[src/rtl/nanoboot_mem_loader.sv]
// nanoboot_mem_loader
// Pulls a boot image byte-by-byte from the nanofs file reader, packs bytes
// little-endian into 32-bit words and writes them to instruction memory from
// word address 0 upward. Holds the soft CPU in reset until the image has been
// written, and flags an error if the image does not fit in memory.
//
// Ports:
//   clk, reset        system clock, synchronous active-high reset
//   start             one-cycle pulse, begins a load from idle
//   fs_start          one-cycle start pulse to the file reader
//   fs_busy, fs_eof   reader status; a byte is valid when both are low
//   fs_byte           reader byte data
//   fs_req_byte       one-cycle pulse consuming the current byte
//   mem_we, mem_addr, mem_wdata, mem_be   instruction-memory write port
//   cpu_reset         high holds the CPU in reset
//   done, error       sticky load-complete / overflow flags
//   words_written     number of words written so far
//   checksum          16-bit byte sum (only with NANOBOOT_CHECKSUM_EN)
//
// Build option: define NANOBOOT_CHECKSUM_EN to build the byte checksum;
// otherwise checksum is tied to zero.
module nanoboot_mem_loader #(
    parameter int unsigned ADDR_WIDTH = 14,
    parameter logic [7:0]  FILL_BYTE  = 8'h00
) (
    input  logic                  clk,
    input  logic                  reset,
    input  logic                  start,
    output logic                  fs_start,
    input  logic                  fs_busy,
    input  logic                  fs_eof,
    input  logic [7:0]            fs_byte,
    output logic                  fs_req_byte,
    output logic                  mem_we,
    output logic [ADDR_WIDTH-1:0] mem_addr,
    output logic [31:0]           mem_wdata,
    output logic [3:0]            mem_be,
    output logic                  cpu_reset,
    output logic                  done,
    output logic                  error,
    output logic [ADDR_WIDTH:0]   words_written,
    output logic [15:0]           checksum
);

    typedef enum logic [3:0] {
        StIdle, StKick, StSettle, StWaitByte, StReq, StGap, StWrite, StFlush, StDone, StError
    } state_e;

    localparam logic [ADDR_WIDTH-1:0] LastAddr = '1;

    state_e                state_q, state_d;
    logic [1:0]            idx_q, idx_d;
    logic [3:0][7:0]       lanes_q, lanes_d;
    logic [ADDR_WIDTH-1:0] addr_q, addr_d;
    logic [ADDR_WIDTH:0]   words_q, words_d;
    logic                  mem_full;
    logic [3:0]            flush_be;

    // Once every word of the memory has been written the count's top bit is
    // set; any further write would overflow.
    assign mem_full      = words_q[ADDR_WIDTH];
    assign mem_addr      = addr_q;
    assign words_written = words_q;

    always_comb begin
        unique case (idx_q)
            2'd1:    flush_be = 4'b0001;
            2'd2:    flush_be = 4'b0011;
            2'd3:    flush_be = 4'b0111;
            default: flush_be = 4'b0000;
        endcase
    end

    always_ff @(posedge clk) begin
        if (reset) begin
            state_q <= StIdle;
            idx_q   <= '0;
            lanes_q <= '0;
            addr_q  <= '0;
            words_q <= '0;
        end else begin
            state_q <= state_d;
            idx_q   <= idx_d;
            lanes_q <= lanes_d;
            addr_q  <= addr_d;
            words_q <= words_d;
        end
    end

    always_comb begin
        state_d     = state_q;
        idx_d       = idx_q;
        lanes_d     = lanes_q;
        addr_d      = addr_q;
        words_d     = words_q;
        fs_start    = 1'b0;
        fs_req_byte = 1'b0;
        mem_we      = 1'b0;
        mem_wdata   = '0;
        mem_be      = '0;
        done        = 1'b0;
        error       = 1'b0;
        cpu_reset   = 1'b1;

        unique case (state_q)
            StIdle: begin
                if (start) state_d = StKick;
            end
            StKick: begin
                fs_start = 1'b1;
                idx_d    = '0;
                addr_d   = '0;
                words_d  = '0;
                state_d  = StSettle;
            end
            StSettle: state_d = StWaitByte;
            StWaitByte: begin
                // End of file wins over a simultaneous valid byte.
                if (fs_eof) begin
                    state_d = StFlush;
                end else if (!fs_busy) begin
                    lanes_d[idx_q] = fs_byte;
                    state_d        = StReq;
                end
            end
            StReq: begin
                fs_req_byte = 1'b1;
                idx_d       = idx_q + 2'd1;
                state_d     = (idx_q == 2'd3) ? StWrite : StGap;
            end
            // Dead cycle: the reader's busy is registered and may still read
            // low here, so the byte lines must not be sampled.
            StGap: state_d = StWaitByte;
            StWrite: begin
                if (mem_full) begin
                    state_d = StError;
                end else begin
                    mem_we    = 1'b1;
                    mem_be    = 4'hF;
                    mem_wdata = lanes_q;
                    addr_d    = (addr_q == LastAddr) ? addr_q : addr_q + 1'b1;
                    words_d   = words_q + 1'b1;
                    state_d   = StGap;
                end
            end
            StFlush: begin
                if (idx_q == 2'd0) begin
                    state_d = StDone;
                end else if (mem_full) begin
                    state_d = StError;
                end else begin
                    mem_we = 1'b1;
                    mem_be = flush_be;
                    for (int i = 0; i < 4; i++) begin
                        mem_wdata[8*i +: 8] = flush_be[i] ? lanes_q[i] : FILL_BYTE;
                    end
                    addr_d  = (addr_q == LastAddr) ? addr_q : addr_q + 1'b1;
                    words_d = words_q + 1'b1;
                    state_d = StDone;
                end
            end
            StDone: begin
                done      = 1'b1;
                cpu_reset = 1'b0;
            end
            StError: begin
                error = 1'b1;
            end
            default: state_d = StIdle;
        endcase
    end

`ifdef NANOBOOT_CHECKSUM_EN
    logic [15:0] checksum_q, checksum_d;

    always_comb begin
        checksum_d = checksum_q;
        if (state_q == StKick) begin
            checksum_d = '0;
        end else if (state_q == StReq) begin
            checksum_d = checksum_q + {8'h00, lanes_q[idx_q]};
        end
    end

    always_ff @(posedge clk) begin
        if (reset) checksum_q <= '0;
        else       checksum_q <= checksum_d;
    end

    assign checksum = checksum_q;
`else
    assign checksum = 16'h0000;
`endif

endmodule
[config.mk]
export PLATFORM = sky130hd
export DESIGN_NAME = nanoboot_mem_loader
export DESIGN_NICKNAME = d
export VERILOG_FILES = /design/src/rtl/nanoboot_mem_loader.sv
export SDC_FILE = /design/constraint.sdc
export NUM_CORES = 1
export LEC_CHECK = 0
export CORE_MARGIN = 8
export CORE_UTILIZATION = 45
export CTS_BUF_LIST = sky130_fd_sc_hd__clkbuf_2
export DETAILED_ROUTE_END_ITERATION = 10
export HOLD_SLACK_MARGIN = 0.03
export PLACE_DENSITY = 0.73
export RECOVER_POWER = 25
export REMOVE_ABC_BUFFERS = 1
export SYNTH_ARGS = -nofsm -noshare
export SYNTH_HDL_FRONTEND = slang
export SYNTH_SLANG_ARGS = --single-unit
[constraint.sdc]
create_clock -name clk -period 2.85 [get_ports clk]
set_input_delay 0.57 -clock clk [delete_from_list [all_inputs] [get_ports clk]]
set_output_delay 0.57 -clock clk [all_outputs]
set_load 0.05 [all_outputs]
==> results of run 1 <==
-- layout make-up --
type                       count  share of cell area [%]
clock buffer                   9                  0.9852
sequential                    67                   29.45
timing repair buffer          96                   23.10
clock inverter                 6                   1.259
tap                          102                   2.791
multi-input combinational    307                   41.52
inverter                      11                  0.9031
-- state kept, by name, indices dropped and copies added, names as in the netlist --
signal and cells:
idx_q 2, words_written 15, mem_addr 14, state_q 4
lanes_q 32
-- power by group through the flow --
| stage | Sequential (uW) | Combinational [uW] | Clock [uW] |
|---|---|---|---|
| finish | 1020 | 513 | 540 |
| global route | 1030 | 559 | 583 |
| CTS | 1020 | 515 | 548 |
| detailed placement | 1030 | 503 | 0 |
| global placement | 1030 | 494 | 0 |
| floorplan | 1030 | 333 | 0 |
-- worst max path at each step --
stage	from	end	slack, ns
2_1_floorplan	state_q[2]	state_q[1]	-0.26
3_3_place_gp	idx_q[0]	mem_wdata[15]	0.43
3_5_place_dp	fs_eof	lanes_q[5]	0.38
4_1_cts	idx_q[0]	mem_wdata[11]	0.04
5_1_grt	state_q[0]	mem_wdata[19]	0.02
6_report	idx_q[0]	mem_wdata[15]	0.15
-- stage by stage --
stage / util (%) / power [uW]
after floorplan: - / 1364
after global placement: 58.83 / 1526
after detailed placement: 58.83 / 1537
after CTS: 60.31 / 2080
after global routing: 60.10 / 2172
final: 60.10 / 2072
-- cells by family after synthesis --
| family | Yosys count | synth area share [%] |
|---|---|---|
| flops | 67 | 38.76 |
| xor+xnor | 7 | 1.772 |
| buf+inv | 51 | 8.062 |
| simple gates | 188 | 28.42 |
| fa+ha+maj | 6 | 2.169 |
| other cells | 1 | 0.1084 |
| compound gates | 58 | 11.46 |
| mux | 32 | 9.255 |
-- worst max-delay path: cells and delay by family, from the launching register on --
kind | cells | cell delay [ns]
AND/OR/NAND/NOR | 3 | 0.44
buffers and inverters | 3 | 0.40
adder cells (fa/ha/maj) | 1 | 0.23
flip-flops | 1 | 0.39
AO/OA/AOI/OAI | 1 | 0.17
-- cells in the mapped netlist (5+ instances only) --
| cell | number | area [um2] |
|---|---|---|
| sky130_fd_sc_hd__nand4_1 | 5 | 31.28 |
| sky130_fd_sc_hd__nand2_1 | 13 | 48.80 |
| sky130_fd_sc_hd__clkbuf_1 | 14 | 52.55 |
| sky130_fd_sc_hd__ha_1 | 6 | 75.07 |
| sky130_fd_sc_hd__nand2b_1 | 5 | 31.28 |
| sky130_fd_sc_hd__o21ai_0 | 8 | 40.04 |
| sky130_fd_sc_hd__dfxtp_1 | 67 | 1341 |
| sky130_fd_sc_hd__buf_4 | 17 | 127.6 |
| sky130_fd_sc_hd__and3_1 | 22 | 137.6 |
| sky130_fd_sc_hd__a21oi_1 | 15 | 75.07 |
| sky130_fd_sc_hd__mux2i_1 | 32 | 320.3 |
| sky130_fd_sc_hd__nor3_1 | 15 | 75.07 |
| sky130_fd_sc_hd__buf_2 | 6 | 30.03 |
| sky130_fd_sc_hd__nor2b_1 | 5 | 31.28 |
| sky130_fd_sc_hd__inv_1 | 11 | 41.29 |
| sky130_fd_sc_hd__and2_1 | 20 | 125.1 |
| sky130_fd_sc_hd__xnor2_1 | 7 | 61.31 |
| sky130_fd_sc_hd__a31oi_1 | 7 | 43.79 |
| sky130_fd_sc_hd__nand3_1 | 9 | 45.04 |
| sky130_fd_sc_hd__nor2_1 | 73 | 274.0 |
-- what timing repair did --
item | CTS | global route
gates resized for setup | 4 | 5
buffers inserted | 1 | 0
setup endpoints to repair | 19 | 18
hold buffers | 0 | 0
pin swaps | 1 | 0
-- layer usage --
metal  up-vias  share of wire (%)
li1       1559                  -
met1      1474                 45
met2       109                 45
met3        12                8.2
met4         0                1.4
met5         -                  0
==> results.txt, run 1 <==
----------------------------------------------------
[Outcome]
  Run status ... complete, no violations

[Synth]
  Synthesis-stage register bit count ... 67
  Distinct cell type count of the synthesized netlist ... 52
  Per-instance average area after synthesis ... around 8.4 um2
  Proportion of synthesized flip-flops having asynchronous set or reset ... 0%
  Area of the mapped netlist ... between 3000 and 4000 um2
  Post-synthesis sequential area ratio ... roughly 39%
  Post-Syn Instances ... 410
  Warning count from the yosys run ... 0
  Number of enable flip-flop cells after synthesis ... 0
  Post-synth top flop ... sky130_fd_sc_hd__dfxtp_1

[Timing]
  Unrepaired setup endpoints after global routing ... false
  Setup violators final ... 0
  Crit path time final ... approximately 2.7 ns
  Total count of hold-check failures in the final report ... 0
  Worst clock skew on the final layout ... 0.01530 ns
  Remaining max-slew budget at the tightest pin ... 44.62%
  Maximum frequency from static timing analysis ... around 370 MHz
  Worst Tran Pin Value ... between 0.8 and 0.9 ns
  Final cycle utilization of the critical path ... 94.74%
  Worst Hold Margin ... about 0.35 ns
  Smallest setup slack after layout ... roughly 0.15 ns
  Max-slew violations ... 0
  Summed negative setup slack over all endpoints ... 0 ns

[Finish]
  Antenna diodes ... 0
  Synth-to-layout area growth ... 32.10%
  Cell area after layout ... 4572 um2
  Most common cell after layout, fill and taps aside ... sky130_fd_sc_hd__nor2_1
  Number of standard cells in the layout, taps in and fillers out ... around 600
  Commonest cells after routing, fill and taps aside ... 72 x sky130_fd_sc_hd__nor2_1, 63 x sky130_fd_sc_hd__dfxtp_1, 40 x sky130_fd_sc_hd__clkdlybuf4s50_1
  Share of final-layout standard cells stronger than drive strength 1 ... 15.52%
  Net count of the finished layout ... about 500
  Fill cell instance count of the final layout ... ~700
  Sequential standard cell area ... roughly 1300 um2
  Multi-input gate area ... roughly 1900 um2

[Min path]
  Launch instance of the worst min-delay path ... reset
  Hold-critical path depth ... 2
  Endpoint with the worst hold slack ... words_written[0]
  Min-Delay Path Class ... primary input to flip-flop

[Floorplanning]
  X dimension of the die ... just over 100 um
  I/O pins ... 100
  Starting density of the core ... between 40% and 50%
  Row count ... 32
  Standard cell core area ... about 7600 um2
  Total die area ... roughly 11000 um2
  Die height ... just over 100 um

[CTS]
  H-tree levels ... 3
  CTS Sinks ... between 60 and 70
  Clock slew at the register clock pins of the worst setup and hold paths ... approximately 0.19 ns
  Clock buffer depth ... 2
  Total clock buffers created by CTS ... 9
  Clock tree from TritonCTS ... yes
  Worst skew pair latency ... 0.50 ns
  Clock tree root buffer cell ... sky130_fd_sc_hd__clkbuf_2

[Drt]
  WL per Instance ... around 16 um
  Count of routing violations after the opening detailed-route iteration ... between 200 and 250
  Via/cell ratio ... roughly 5.3
  Routed WL ... approximately 9600 um
  Detailed-router iteration count before antenna repair ... 5
  Via count ... roughly 3200
  Residual DRC ... 0
  Post-route ant nets ... 0

[Pwr]
  Share of total power in sequential cells ... roughly half
  Relative contribution of the clock network to total power ... 26.1%
  PD cells ... ~450 nW/um2
  Leakage power of the design ... between 0.0015 and 0.002 uW
  Net load switching power ... ~760 uW
  Part of the total power dissipated in combinational logic ... roughly 25%
  Max VDD drop ... about 0.23 mV
  Cell internal pwr ... approximately 1300 uW
  Fraction of power spent switching nets ... between 30% and 40%

[Worst setup path]
  Critical Path Start Type ... flip-flop
  Slowest library cell on the worst path ... sky130_fd_sc_hd__dfxtp_2
  Ordered cell list for the critical path ... inv_1, ha_2, a21oi_4, nand2_4, nor2_2, buf_4, and2_1, buf_12
  Largest stage delay, worst path ... roughly 0.39 ns
  Critical path required time ... roughly 2.3 ns
  Endpoint of the lowest-slack register-to-register path ... mem_addr[6]
  Depth of the most critical reg-to-reg path ... 7
  RR Startpoint ... state_q[0]
  Slack of the worst reg-to-reg path ... roughly 0.32 ns
  Setup Crit Path Kind ... flip-flop to output port
  Arrival time of the worst setup path ... 2.13 ns
  Maximum fanout along the worst path ... 7
  Type of element capturing the critical path ... output port

[Place]
  Count of port buffers added during placement ... 83
  Estimated wirelength of the detail-placed design ... around 7000 um
  Dpl cell area ... approximately 4500 um2
  Placed Cells ... roughly 580
  Worst setup timing slack at the placement stage ... approximately 0.38 ns
  Global placer's final weighted congestion ... between 0.8 and 0.9

[Global routing]
  Layer with the highest usage ... met2
  Vias in the first global route ... ~3200
  GR Util met1 ... 21.25%
  Pin count of the biggest net entering global routing ... 49
  First-pass GRT wire length ... about 16000 um
  Met3 capacity usage during global routing ... a little under 7%
  GRT met2 Usage ... 28.37%
  Overflow left after global routing ... 0
  Antenna violations before repair ... 0
  All-Layer GR Usage ... 17.89%

[Flow run]
  Max-cap check violation count ... 0

----------------------------------------------------
No activity file was read; power rests on OpenSTA's default activity.
==> run 2: changes to the inputs <==
- DONT_BUFFER_PORTS: unset -> 1
- PLACE_DENSITY: 0.73 -> 0.57
- clock period: 2.85 -> 2.9 ns (I/O delays scaled with it)
==> run 2 against run 1 <==
Worst setup slack got worse by 0.00084 ns. Via count fell by 4.6%. Clock power rose by 33%. Critical path type is now flip-flop to flip-flop. Critical endpoint is now mem_addr[5]. Highest routed layer unchanged.
==> results.txt, run 2 (synthesized netlist as in run 1, its figures left out) <==
----------------------------------------------------
[Outcome]
  Run status ... complete, no violations (unchanged)

[Finish]
  Sequential standard cell area ... 1346 um2 (unchanged)
  Synth-to-layout area growth ... 18.22% (was 32.10%)
  Most common cell after layout, fill and taps aside ... sky130_fd_sc_hd__nor2_1 (unchanged)
  Fill cell instance count of the final layout ... 741 (was 685)
  Share of final-layout standard cells stronger than drive strength 1 ... 13.33% (was 15.52%)
  Antenna diodes ... 0 (unchanged)
  Commonest cells after routing, fill and taps aside ... 73 x sky130_fd_sc_hd__nor2_1, 63 x sky130_fd_sc_hd__dfxtp_1, 32 x sky130_fd_sc_hd__mux2i_1 (was 72 x sky130_fd_sc_hd__nor2_1, 63 x sky130_fd_sc_hd__dfxtp_1, 40 x sky130_fd_sc_hd__clkdlybuf4s50_1)
  Net count of the finished layout ... 464 (was 511)
  Most flop-heavy register ... lanes_q (unchanged)
  Multi-input gate area ... 1919 um2 (was 1898 um2)
  Number of flip-flops under the largest register name ... 32 (unchanged)

[Floorplanning]
  Row count ... 32 (unchanged)
  Starting density of the core ... 45.49% (unchanged)
  I/O pins ... 100 (unchanged)
  X dimension of the die ... 103.7 um (unchanged)
  Standard cell core area ... 7607 um2 (unchanged)
  Die height ... 103.7 um (unchanged)
  Total die area ... 10750 um2 (unchanged)

[Drt]
  Highest metal used ... met4 (unchanged)
  Post-route ant nets ... 0 (unchanged)
  Via/cell ratio ... 5.453 (was 5.274)
  Routed metal-1 wirelength ... 3815 um (was 4355 um)
  Detail Route met2 WL ... 4446 um (was 4305 um)
  Detailed-router iteration count before antenna repair ... 5 (unchanged)
  WL per Instance ... 17.06 um (was 16.04 um)
  Via count ... 3010 (was 3154)
  Count of routing violations after the opening detailed-route iteration ... 180 (was 249)
  Routed WL ... 9418 um (was 9590 um)
  Detailed route wirelength on metal3 ... 1031 um (was 791 um)
  Residual DRC ... 0 (unchanged)

[Pwr]
  Leakage power of the design ... 0.001571 uW (was 0.001795 uW)
  Overall power of the completed layout ... 2193 uW (was 2072 uW)
  Cell internal pwr ... 1455 uW (was 1310 uW)
  Share of total power in sequential cells ... 45.0% (was 49.2%)
  Max VDD drop ... 0.2151 mV (was 0.2307 mV)
  Net load switching power ... 738.0 uW (was 762.1 uW)
  Relative contribution of the clock network to total power ... 32.8% (was 26.1%)
  PD cells ... 536.1 nW/um2 (was 453.2 nW/um2)
  Fraction of power spent switching nets ... 33.65% (was 36.78%)
  Part of the total power dissipated in combinational logic ... 22.2% (was 24.8%)

[Worst setup path]
  Type of element capturing the critical path ... flip-flop (was output port)
  Critical Path Start Type ... flip-flop (unchanged)
  Setup Crit Path Kind ... flip-flop to flip-flop (was flip-flop to output port)
  Slack of the worst reg-to-reg path ... 0.15 ns (was 0.32 ns)
  Slowest library cell on the worst path ... sky130_fd_sc_hd__clkbuf_1 (was sky130_fd_sc_hd__dfxtp_2)
  Critical path capture point ... mem_addr[5] (was mem_wdata[15])
  Depth of the most critical reg-to-reg path ... 6 (was 7)
  RR Startpoint ... mem_addr[4] (was state_q[0])
  Maximum fanout along the worst path ... 14 (was 7)
  Critical path required time ... 3.32 ns (was 2.28 ns)
  Ordered cell list for the critical path ... clkbuf_1, nand4_1, nor4b_2, a21o_1, o21ai_0, o31ai_1 (was inv_1, ha_2, a21oi_4, nand2_4, nor2_2, buf_4, and2_1, buf_12)
  Critical path depth in cells ... 6 (was 8)
  Cell type group with the largest total delay on the critical path ... simple AND/OR/NAND/NOR gates (unchanged)
  Arrival time of the worst setup path ... 3.17 ns (was 2.13 ns)
  Origin of the worst setup path ... mem_addr[4] (was idx_q[0])
  Buffers and inverters on the worst path ... 1 (was 3)
  Endpoint of the lowest-slack register-to-register path ... mem_addr[5] (was mem_addr[6])
  Largest stage delay, worst path ... 0.71 ns (was 0.39 ns)

[CTS]
  Post-cts hold buffer count ... 0 (unchanged)
  Clock tree from TritonCTS ... yes (unchanged)
  Clock slew at the register clock pins of the worst setup and hold paths ... 0.20 ns (was 0.19 ns)
  Total clock buffers created by CTS ... 9 (unchanged)
  H-tree levels ... 3 (unchanged)
  Clock buffer depth ... 2 (unchanged)
  CTS Sinks ... 67 (unchanged)
  Worst skew pair latency ... 0.48 ns (was 0.50 ns)
  Clock tree root buffer cell ... sky130_fd_sc_hd__clkbuf_2 (unchanged)

[Place]
  Estimated wirelength of the detail-placed design ... 6648 um (was 6974 um)
  Global placer's final weighted congestion ... 0.7867 (was 0.8220)
  Count of port buffers added during placement ... 0 (was 83)

[Timing]
  Unrepaired setup endpoints after global routing ... false (unchanged)
  Total count of hold-check failures in the final report ... 0 (unchanged)
  Maximum frequency from static timing analysis ... between 300 and 400 MHz
  Final cycle utilization of the critical path ... a little over nine tenths
  Setup violators final ... 0 (unchanged)
  Worst Tran Pin Value ... 0.9648 ns (was 0.8307 ns)
  Remaining max-slew budget at the tightest pin ... 35.68% (was 44.62%)
  Max-slew violations ... 0 (unchanged)
  Worst clock skew on the final layout ... 0.03014 ns (was 0.01530 ns)
  Crit path time final ... approximately 2.8 ns
  Worst Hold Margin ... 0.1328 ns (was 0.3490 ns)

[Flow run]
  Max-cap check violation count ... 0 (unchanged)

[Global routing]
  Pin count of the biggest net entering global routing ... 55 (was 49)
  All-Layer GR Usage ... 17.29% (was 17.89%)
  Vias in the first global route ... 2919 (was 3221)
  First-pass GRT wire length ... 15440 um (was 16080 um)
  Overflow left after global routing ... 0 (unchanged)
  Antenna violations before repair ... 0 (unchanged)

[Min path]
  Min-Delay Path Class ... primary input to flip-flop (unchanged)

----------------------------------------------------
==> run 2: power by group through the flow <==
stage | registers (uW) | logic, uW | clock network, uW
floorplan | 1010 | 327 | 0
global placement | 999 | 471 | 0
detailed placement | 998 | 474 | 0
CTS | 985 | 496 | 739
global route | 995 | 536 | 778
finish | 988 | 487 | 719
==> run 2: worst reg2reg max path: stages, from the launching register on <==
cell,delay (ns)
sky130_fd_sc_hd__dfxtp_1,0.34
sky130_fd_sc_hd__clkbuf_1,0.71
sky130_fd_sc_hd__nand4_1,0.33
sky130_fd_sc_hd__nor4b_2,0.55
sky130_fd_sc_hd__a21o_1,0.47
sky130_fd_sc_hd__o21ai_0,0.19
sky130_fd_sc_hd__o31ai_1,0.10
==> run 2: routing by layer <==
metal | vias to the layer above | track usage, %
li1 | 1472 | -
met1 | 1435 | 19.35
met2 | 93 | 27.77
met3 | 10 | 8.240
met4 | 0 | 6.722
met5 | - | 0
==> run 2: how the worst min path moves through the flow <==
| stage | startpoint | end | slack (ns) | cells past startpoint |
|---|---|---|---|---|
| after floorplan | lanes_q[10] | lanes_q[10] | 0.45 | 2 |
| after global placement | lanes_q[1] | lanes_q[1] | 0.46 | 2 |
| after detailed placement | lanes_q[11] | lanes_q[11] | 0.47 | 2 |
| after CTS | reset | mem_addr[3] | 0.09 | 1 |
| after global routing | reset | state_q[3] | 0.07 | 1 |
| final | reset | state_q[3] | 0.13 | 1 |
==> run 2: per-stage QoR <==
| step | TNS, ns | area (um2) | utilization, % | setup WS (ns) | std cells |
|---|---|---|---|---|---|
| final | 0 | 4091 | 53.78 | 0.1490 | 552 |
| after global routing | 0 | 4091 | 53.78 | 0.01463 | 552 |
| after CTS | 0 | 4150 | 54.56 | 0.04492 | 552 |
| after detailed placement | 0 | 3964 | 52.11 | 0.5037 | 533 |
| after global placement | 0 | 3964 | 52.11 | 0.5424 | 533 |
| after floorplan | -3.100 | 3279 | - | -0.2097 | 385 |
==> run 2: what timing repair did <==
action,4_1_cts,5_1_grt
setup buffers,2,0
pin swaps,1,0
endpoints found under the setup margin,16,24
resized for setup,1,4
cloned,1,0
==> run 2: layout make-up <==
cell class | instances | share of cell area (%)
repair buffers | 48 | 12.14
clock buffers | 9 | 1.101
multi-input cells | 308 | 46.91
well taps | 102 | 3.119
clock inverters | 7 | 2.813
flip-flops and latches | 67 | 32.91
inverters | 11 | 1.009
==> run 3: changes to the inputs <==
- CORE_UTILIZATION: 45 -> 66
- CTS_CLUSTER_SIZE: unset -> 30
- PLACE_DENSITY: 0.57 -> 0.79
==> run 3 against run 2 <==
Non-clock buffer count decreased by 2. Register-to-register slack improved by 0.16 ns. Fmax increased by 1.9%. Clock power decreased by 25%. First-iteration DRC count increased by 15%. Count of clock-buffer cells in the layout increased by 2. Critical path depth increased by 2. Utilization increased by 25 points. Final area decreased by 2.8%. Power decreased by 8.7%. Cell count decreased by 6.3%.
==> results.txt, run 3 (synthesized netlist as in run 1, its figures left out) <==
----------------------------------------------------
[Timing]
  Worst Tran Pin Value ... 0.9194 ns (was 0.9648 ns)
  Total count of hold-check failures in the final report ... 0 (unchanged)
  Setup violators final ... 0 (unchanged)
  Crit path time final ... 2.701 ns (was 2.751 ns)
  Final cycle utilization of the critical path ... 93.14% (was 94.86%)
  Unrepaired setup endpoints after global routing ... false (unchanged)
  Max-slew violations ... 0 (unchanged)
  Worst clock skew on the final layout ... 0.02997 ns (was 0.03014 ns)
  Remaining max-slew budget at the tightest pin ... 38.71% (was 35.68%)
  Maximum frequency from static timing analysis ... 370.2 MHz (was 363.5 MHz)

[Global routing]
  Overflow left after global routing ... 0 (unchanged)
  Vias in the first global route ... 2937 (was 2919)
  Pin count of the biggest net entering global routing ... 55 (unchanged)
  All-Layer GR Usage ... 23.49% (was 17.29%)
  Antenna violations before repair ... 0 (unchanged)
  First-pass GRT wire length ... 14430 um (was 15440 um)

[Pwr]
  PD cells ... 503.3 nW/um2 (was 536.1 nW/um2)
  Leakage power of the design ... 0.001539 uW (was 0.001571 uW)
  Max VDD drop ... 0.4159 mV (was 0.2151 mV)

[Min path]
  Hold-critical path depth ... 1 (unchanged)
  Launch instance of the worst min-delay path ... reset (unchanged)
  Endpoint with the worst hold slack ... lanes_q[8] (was state_q[3])
  Min-Delay Path Class ... primary input to flip-flop (unchanged)

[Finish]
  Fill cell instance count of the final layout ... 357 (was 741)
  Most flop-heavy register ... lanes_q (unchanged)
  Share of final-layout standard cells stronger than drive strength 1 ... 13.20% (was 13.33%)
  Most common cell after layout, fill and taps aside ... sky130_fd_sc_hd__nor2_1 (unchanged)
  Number of flip-flops under the largest register name ... 32 (unchanged)
  Synth-to-layout area growth ... 14.93% (was 18.22%)
  Number of standard cells in the layout, taps in and fillers out ... 517 (was 552)
  Final core utilization ... 78.38% (was 53.78%)
  Multi-input gate area ... 1914 um2 (was 1919 um2)
  Commonest cells after routing, fill and taps aside ... 72 x sky130_fd_sc_hd__nor2_1, 65 x sky130_fd_sc_hd__dfxtp_1, 32 x sky130_fd_sc_hd__mux2i_1 (was 73 x sky130_fd_sc_hd__nor2_1, 63 x sky130_fd_sc_hd__dfxtp_1, 32 x sky130_fd_sc_hd__mux2i_1)
  Cell area after layout ... 3978 um2 (was 4091 um2)
  Sequential standard cell area ... 1344 um2 (was 1346 um2)
  Antenna diodes ... 0 (unchanged)
  Net count of the finished layout ... 461 (was 464)

[Drt]
  Residual DRC ... 0 (unchanged)
  Detailed-router iteration count before antenna repair ... 5 (unchanged)
  Via/cell ratio ... 5.950 (was 5.453)
  Post-route ant nets ... 0 (unchanged)
  Routed WL ... 9158 um (was 9418 um)
  WL per Instance ... 17.71 um (was 17.06 um)
  Via count ... 3076 (was 3010)
  Count of routing violations after the opening detailed-route iteration ... 207 (was 180)

[CTS]
  Clock tree from TritonCTS ... yes (unchanged)
  H-tree levels ... 3 (unchanged)
  Clock slew at the register clock pins of the worst setup and hold paths ... 0.19 ns (was 0.20 ns)
  Clock buffer depth ... 2 (unchanged)
  Worst skew pair latency ... 0.49 ns (was 0.48 ns)
  Clock tree root buffer cell ... sky130_fd_sc_hd__clkbuf_2 (unchanged)
  Post-cts hold buffer count ... 0 (unchanged)
  Total clock buffers created by CTS ... 9 (unchanged)
  CTS Sinks ... 67 (unchanged)

[Worst setup path]
  RR Startpoint ... state_q[0] (was mem_addr[4])
  Slowest library cell on the worst path ... sky130_fd_sc_hd__dfxtp_1 (was sky130_fd_sc_hd__clkbuf_1)
  Maximum fanout along the worst path ... 9 (was 14)
  Critical Path Start Type ... flip-flop (unchanged)
  Endpoint of the lowest-slack register-to-register path ... words_written[8] (was mem_addr[5])
  Arrival time of the worst setup path ... 2.12 ns (was 3.17 ns)
  Largest stage delay, worst path ... 0.39 ns (was 0.71 ns)
  Type of element capturing the critical path ... output port (was flip-flop)
  Ordered cell list for the critical path ... inv_1, ha_2, a21oi_4, nand2_4, nor2_1, buf_4, and2_1, buf_12 (was clkbuf_1, nand4_1, nor4b_2, a21o_1, o21ai_0, o31ai_1)
  Slack of the worst reg-to-reg path ... 0.31 ns (was 0.15 ns)
  Setup Crit Path Kind ... flip-flop to output port (was flip-flop to flip-flop)
  Depth of the most critical reg-to-reg path ... 5 (was 6)
  Critical path required time ... 2.32 ns (was 3.32 ns)

[Floorplanning]
  Starting density of the core ... 68.20% (was 45.49%)
  X dimension of the die ... 88.42 um (was 103.7 um)
  Die height ... 88.42 um (was 103.7 um)
  Standard cell core area ... 5075 um2 (was 7607 um2)
  Total die area ... 7817 um2 (was 10750 um2)
  I/O pins ... 100 (unchanged)
  Row count ... 26 (was 32)

[Place]
  Count of port buffers added during placement ... 0 (unchanged)
  Estimated wirelength of the detail-placed design ... 6423 um (was 6648 um)
  Dpl cell area ... 3916 um2 (was 3964 um2)
  Placed Cells ... 500 (was 533)
  Global placer's final weighted congestion ... 0.8499 (was 0.7867)

[Flow run]
  Max-cap check violation count ... 0 (unchanged)

[Outcome]
  Run status ... complete, no violations (unchanged)

----------------------------------------------------
## run 3: routing by layer
layer  share of wire, %  vias up  track usage [%]
met1                 39     1448            25.82
met2                 48      153            39.51
met5                  0        -                0
li1                   -     1463                -
met3                 12       12            10.03
met4                1.4        0            8.141
## run 3: cell type report
cell class	count	share of cell area, %
Multi-Input combinational cell	307	48.13
Inverter	11	1.038
Sequential cell	67	33.78
Clock inverter	5	1.353
Clock buffer	11	1.384
Tap cell	70	2.202
Timing Repair Buffer	46	12.11
## run 3: worst max-delay path by stage
| stage | cells after the start | start | endpoint |
|---|---|---|---|
| after global placement | 7 | idx_q[0] | mem_wdata[9] |
| after CTS | 3 | state_q[2] | mem_wdata[4] |
| after detailed placement | 7 | idx_q[0] | mem_wdata[13] |
| final | 8 | idx_q[0] | mem_wdata[18] |
| after global routing | 8 | idx_q[0] | mem_wdata[18] |
| after floorplan | 3 | state_q[2] | state_q[1] |
## run 3: power breakdown
part | internal [uW] | total, uW | leakage (uW) | switching, uW
Sequential | 945 | 995 | 0.000541 | 49.6
Combinational | 129 | 469 | 0.000922 | 340
Clock | 204 | 539 | 0.0000757 | 335
Total | 1280 | 2000 | 0.00154 | 725
## run 3: repair_timing
| item | 4_1_cts | 5_1_grt |
|---|---|---|
| hold endpoints to repair | 0 | 0 |
| pin swaps | 1 | 0 |
| setup endpoints to repair | 17 | 20 |
| buffers inserted | 1 | 0 |
| gates resized for setup | 2 | 3 |
## run 3: worst max-delay path, delay by kind of cell (launching register included)
family / cells / cell delay [ns]
buffers and inverters: 3 / 0.44
AO/OA/AOI/OAI: 1 / 0.16
flip-flops: 1 / 0.39
AND/OR/NAND/NOR: 3 / 0.43
adder cells (fa/ha/maj): 1 / 0.23
## run 3: through the flow
stage	TNS [ns]	hold WS [ns]	power [uW]	worst slack, ns
3_3_place_gp	0	0.4637	1453	0.3846
6_report	0	0.1390	2002	0.1990
5_1_grt	0	0.05756	2089	0.05789
4_1_cts	0	0.09945	2002	0.09848
3_5_place_dp	0	0.4737	1460	0.2566
2_1_floorplan	-3.100	0.4515	1341	-0.2097
